## src/rtl/pc_sequencer.sv

```systemverilog
// PC sequencer: presents fetch addresses, selects redirects (jr > jump > branch), buffers a redirect across fetch stalls.
// Optional macro PC_ALIGN_CHECK_EN steers misaligned jr targets to EXC_VECTOR.
module pc_sequencer #(
    parameter logic [31:0] RESET_VECTOR = 32'h0000_0000,
    parameter logic [31:0] EXC_VECTOR   = 32'h8000_0180
) (
    input  logic        clk_i,
    input  logic        reset_i,
    input  logic        fetch_ready_i,
    input  logic        br_taken_i,
    input  logic [31:0] br_offset_i,
    input  logic        jump_i,
    input  logic [25:0] jump_index_i,
    input  logic        jr_i,
    input  logic [31:0] jr_target_i,
    output logic [31:0] pc_o,
    output logic        pc_valid_o,
    output logic        pc_flush_o,
    output logic        redirect_pending_o
);

    // state | meaning
    // BOOT  | first cycle after reset, pc not yet presented
    // RUN   | presenting pc, redirects acted on directly
    // HOLD  | redirect buffered while fetch stalls
    typedef enum logic [1:0] {BOOT, RUN, HOLD} state_t;

    state_t      state_q, state_d;
    logic [31:0] pc_q, pc_d;
    logic [31:0] pend_q, pend_d;

    logic [31:0] pc_plus4;
    logic [31:0] br_tgt;
    logic [31:0] jump_tgt;
    logic [31:0] jr_tgt;
    logic [31:0] redir_tgt;
    logic        redirect;
    logic        handshake;

    assign pc_plus4 = pc_q + 32'd4;
    assign br_tgt   = pc_plus4 + {br_offset_i[29:0], 2'b00};
    assign jump_tgt = {pc_plus4[31:28], jump_index_i, 2'b00};

`ifdef PC_ALIGN_CHECK_EN
    assign jr_tgt = (jr_target_i[1:0] != 2'b00) ? EXC_VECTOR : jr_target_i;
`else
    assign jr_tgt = jr_target_i;
`endif

    assign redirect  = jr_i | jump_i | br_taken_i;
    assign redir_tgt = jr_i   ? jr_tgt   :
                       jump_i ? jump_tgt : br_tgt;

    assign pc_valid_o         = (state_q != BOOT);
    assign handshake          = pc_valid_o && fetch_ready_i;
    assign pc_flush_o         = (state_q == HOLD) && fetch_ready_i;
    assign redirect_pending_o = (state_q == HOLD);
    assign pc_o               = pc_q;

    always_comb begin
        state_d = state_q;
        pc_d    = pc_q;
        pend_d  = pend_q;
        case (state_q)
            BOOT: state_d = RUN;
            RUN: begin
                if (handshake) begin
                    pc_d = redirect ? redir_tgt : pc_plus4;
                end else if (redirect) begin
                    pend_d  = redir_tgt;
                    state_d = HOLD;
                end
            end
            HOLD: begin
                // Later redirects are younger than the buffered one and are dropped.
                if (handshake) begin
                    pc_d    = pend_q;
                    pend_d  = 32'd0;
                    state_d = RUN;
                end
            end
            default: state_d = BOOT;
        endcase
    end

    always_ff @(posedge clk_i) begin
        if (reset_i) begin
            state_q <= BOOT;
            pc_q    <= RESET_VECTOR;
            pend_q  <= 32'd0;
        end else begin
            state_q <= state_d;
            pc_q    <= pc_d;
            pend_q  <= pend_d;
        end
    end

endmodule

```

## config.mk

```make
export PLATFORM = sky130hd
export DESIGN_NAME = pc_sequencer
export DESIGN_NICKNAME = d
export VERILOG_FILES = /design/src/rtl/pc_sequencer.sv
export SDC_FILE = /design/constraint.sdc
export NUM_CORES = 1
export LEC_CHECK = 0
export BUFFER_PORTS_ARGS = -buffer_cell sky130_fd_sc_hd__buf_4
export CORE_MARGIN = 2
export CORE_UTILIZATION = 59
export CTS_CLUSTER_SIZE = 30
export DETAILED_ROUTE_END_ITERATION = 10
export GPL_ROUTABILITY_DRIVEN = 1
export PLACE_DENSITY_LB_ADDON = 0.05
export SLEW_MARGIN = 20
export SYNTH_ARGS = -nofsm -noshare
export SYNTH_HDL_FRONTEND = slang
export SYNTH_SLANG_ARGS = --single-unit
export TNS_END_PERCENT = 10
```

## constraint.sdc

```tcl
create_clock -name clk_i -period 5.8 [get_ports clk_i]
set_clock_uncertainty 0.15 [all_clocks]
set_input_delay 0.58 -clock clk_i [delete_from_list [all_inputs] [get_ports clk_i]]
set_output_delay 0.58 -clock clk_i [all_outputs]
set_load 0.01 [all_outputs]
```

==> impl_metrics.csv <==
group,metric,value,unit
logic_synthesis,syn-num-nets,925,
critical_path,crit_path_top_delay_cell,"o31ai_1",
cells_and_area,final_cell_area,7090,µm²
die,initial_core_util,0.602,
drt,wl_met3,1900,µm
placement,dpl_cell_area,6860,µm²
cts,cts_hold_buffers,0,
critical_path,worst_path_most_repeated_cell,"nand3_1",
logic_synthesis,yosys_warnings,0,
cells_and_area,regArea,1320,µm²
logic_synthesis,synth_cell_types,76,
cells_and_area,fin_cells,1033,
timing,fin_crit_sh,0.838,
power_and_ir_drop,leakage,3.09,nW
critical_path,path_depth,16,
critical_path,critical_path_buf_inv_count,0,
die,core-area,9680,µm²
cts,ctsResizeCount,0,
run,drv_cap,0,
cells_and_area,syn2layout_area_growth,21.7,%
logic_synthesis,synth-main-ff-cell,"dfxtp_1",
global_route,grt_pass1_vias,6107,
critical_path,cp-end-kind,"flop",
timing,maxSlewHeadroom,0.317,
drt,wl_per_cell,20.0,µm
power_and_ir_drop,p_per_area,208,nW/µm²
placement,post-dp-hpwl,15100,µm
timing,setup_viol,0,
timing,worst-slew-pin-transition,1.02,ns
timing,fin_tns_setup,0,ns
timing,rsz0062_at_grt,"false",
cts,clk_pin_slew_worst_paths,0.08,ns
critical_path,cp.arrival,4.98,ns
die,ioPinCount,131,
logic_synthesis,synth_edf_count,0,
logic_synthesis,synth-seq-cells,66,
critical_path,crit_end,"pend_q[31]$_SDFFE_PP0P_",
power_and_ir_drop,irDropWorstVdd,0.179,mV
cts,cts-root-buf,"clkbuf_8",
critical_path,ff2ff_setup_slack,0.94,ns
drt,drtIter0Drc,623,
critical_path,worstRegToRegCells,16,
die,die_w,103,µm
min_path,hold_class,"reg2reg",
global_route,overflow,0,
critical_path,path_cells,"nand3_1 -> nor2_1 -> nand3_1 -> nor2_1 -> nand3_1 -> xnor2_1 -> ha_1 -> a211oi_1 -> o311ai_1 -> a21oi_1 -> or2_1 -> o211ai_2 -> and3_1 -> o31ai_1 -> xor2_1 -> o31ai_2",
critical_path,slowest_delay,0.85,ns
critical_path,reg2reg_from,"pc_o[8]$_SDFFE_PP0P_",
die,fp-row-count,36,
die,die_h,103,µm
cts,tritoncts,"built",
drt,drc_errors,0,
outcome,outcome,"finished clean",
timing,max_clock_freq,0.206,GHz
cells_and_area,fill_cells,809,
logic_synthesis,syn_avg_cell_area,7.37,µm²
die,dieArea,10700,µm²
global_route,antenna_found_initial,0,
cts,clk_latency,0.35,ns
cts,clock_sinks,66,
logic_synthesis,ys_async_sr_fraction,0,
cts,clockBufferDepth,2,
timing,min_period,4.86,ns
cells_and_area,final_core_util,0.732,
cells_and_area,nets,1030,
cells_and_area,drive_gt1_frac,0.189,
critical_path,cp_top_family,"compound AO/OA/AOI/OAI gates",
global_route,grt.total_usage,0.385,
placement,gp_congestion,0.899,
global_route,grt_pass1_wl,31500,µm
drt,wirelength,20600,µm
cts,post_cts_buffers,0,
critical_path,cp_max_fo,7,
drt,top_layer_used,"met4",
drt,vias,6740,
logic_synthesis,syn_inst,790,
critical_path,worstSetupStartpoint,"pc_o[8]$_SDFFE_PP0P_",
cts,htreeDepth,3,
timing,final_max_slew_viol_count,0,
critical_path,required,5.92,ns
critical_path,crit_type,"reg2reg",
critical_path,r2r-end,"pend_q[31]$_SDFFE_PP0P_",
drt,dr_wl_met2,9960,µm
logic_synthesis,seq_area_frac_synth,0.227,
drt,wl_met1,7760,µm
placement,placedCellCount,1017,
timing,hold_viol_final,0,
critical_path,cp-start-kind,"flop",
drt,via_per_inst,6.52,
drt,first_pass_iters,6,
logic_synthesis,synth_area,5830,µm²
cts,numCtsBuffers,9,
global_route,grt_start_max_net_pins,60,
cells_and_area,multi_input_area,4270,µm²
cells_and_area,n_antenna_cell,0,
placement,portBuffers,128,
drt,ant_nets,0,
[power breakdown]
part	leakage, nW	switching [mW]	internal [mW]
Clock	0.112	0.191	0.254
Sequential	0.539	0.0335	0.484
Combinational	2.44	0.295	0.216
[cells in the final DEF, fill, tap and decap left out, types with 11 or more instances in the layout]
| cell | synthesis | final |
|---|---|---|
| buf_4 | 0 | 138 |
| nand2_1 | 87 | 87 |
| nor2_1 | 81 | 80 |
| a21oi_1 | 66 | 66 |
| dfxtp_1 | 66 | 66 |
| ha_1 | 38 | 38 |
| nand3_1 | 34 | 34 |
| xnor2_1 | 33 | 33 |
| o21ai_0 | 29 | 29 |
| nor3_1 | 20 | 20 |
| nand4_1 | 18 | 18 |
| and3_1 | 18 | 18 |
| inv_1 | 17 | 17 |
| o211ai_1 | 17 | 17 |
| a211oi_1 | 16 | 16 |
| a31oi_1 | 15 | 15 |
| nand2b_1 | 14 | 14 |
| a21o_1 | 12 | 12 |
| mux2i_1 | 11 | 11 |
| o31ai_1 | 11 | 11 |
[cell usage after synthesis (4+ instances only)]
library cell  number  area (µm²)
nand2_1           87         327
nor2_1            81         304
a21oi_1           66         330
dfxtp_1           66        1320
clkbuf_1          38         143
ha_1              38         475
nand3_1           34         170
xnor2_1           33         289
o21ai_0           29         145
nor3_1            20         100
and3_1            18         113
nand4_1           18         113
inv_1             17        63.8
o211ai_1          17         128
a211oi_1          16         120
a31oi_1           15        93.8
nand2b_1          14        87.6
a21o_1            12        90.1
mux2i_1           11         110
o31ai_1           11        82.6
and2_1            10        62.6
nor2b_1           10        62.6
xor2_1            10        87.6
or3_1              9        56.3
o21a_1             8        60.1
and4_1             6        52.6
o21ai_1            6        30.0
o22ai_1            6        37.5
buf_1              5        18.8
a22o_1             4        35.0
o221ai_1           4        35.0
o311ai_0           4        35.0
o41ai_1            4        35.0
[cells by family after synthesis]
group	after synthesis	share of synthesized area
AND/OR/NAND/NOR	321	0.269
AO/OA/AOI/OAI	246	0.294
flip-flops	66	0.227
buffers and inverters	64	0.0415
XOR/XNOR	43	0.0646
adder cells (fa/ha/maj)	39	0.0851
multiplexers	11	0.0189
[flip-flops by register name, summed over array words and instances (netlist names)]
| signal | cells |
|---|---|
| pc_o | 32 |
| state_q | 2 |
| pend_q | 32 |
[final cells by class]
cell class	instances	area share
flip-flops and latches	66	0.186
clock buffers	10	0.0194
well taps	133	0.0235
repair buffers	138	0.146
inverters	20	0.0106
clock inverters	6	0.0127
multi-input cells	660	0.601
[stage by stage]
| step | hold WS, ns | power [mW] | worst slack, ns |
|---|---|---|---|
| 2_1_floorplan | 0.259 | 0.839 | 2.24 |
| 3_3_place_gp | 0.273 | 1.01 | 1.55 |
| 3_5_place_dp | 0.290 | 1.02 | 1.42 |
| 4_1_cts | 0.301 | 1.46 | 1.40 |
| 5_1_grt | 0.319 | 1.54 | 0.628 |
| 6_report | 0.302 | 1.47 | 0.940 |
[worst min-delay path by stage]
stage / start / end / slack, ns / cells after the start
after floorplan: pend_q[25]$_SDFFE_PP0P_ / pend_q[25]$_SDFFE_PP0P_ / 0.26 / 2
after global placement: pend_q[25]$_SDFFE_PP0P_ / pend_q[25]$_SDFFE_PP0P_ / 0.27 / 2
final: pend_q[20]$_SDFFE_PP0P_ / pend_q[20]$_SDFFE_PP0P_ / 0.30 / 2
after CTS: pend_q[25]$_SDFFE_PP0P_ / pend_q[25]$_SDFFE_PP0P_ / 0.30 / 2
after detailed placement: pend_q[27]$_SDFFE_PP0P_ / pend_q[27]$_SDFFE_PP0P_ / 0.29 / 2
after global routing: pend_q[20]$_SDFFE_PP0P_ / pend_q[20]$_SDFFE_PP0P_ / 0.32 / 2
[tightest hold or removal path, cell delays in order, from the launching register on]
cell and delay (ns):
dfxtp_1 0.32, nand2_1 0.05, nand2_1 0.04
[routing by layer]
metal  vias up  global-route usage
met5         -                   0
met4         0               0.171
met3        65              0.0806
met2       417               0.673
met1      3103               0.453
li1       3155                   -
No activity file was read; power rests on OpenSTA's default activity.
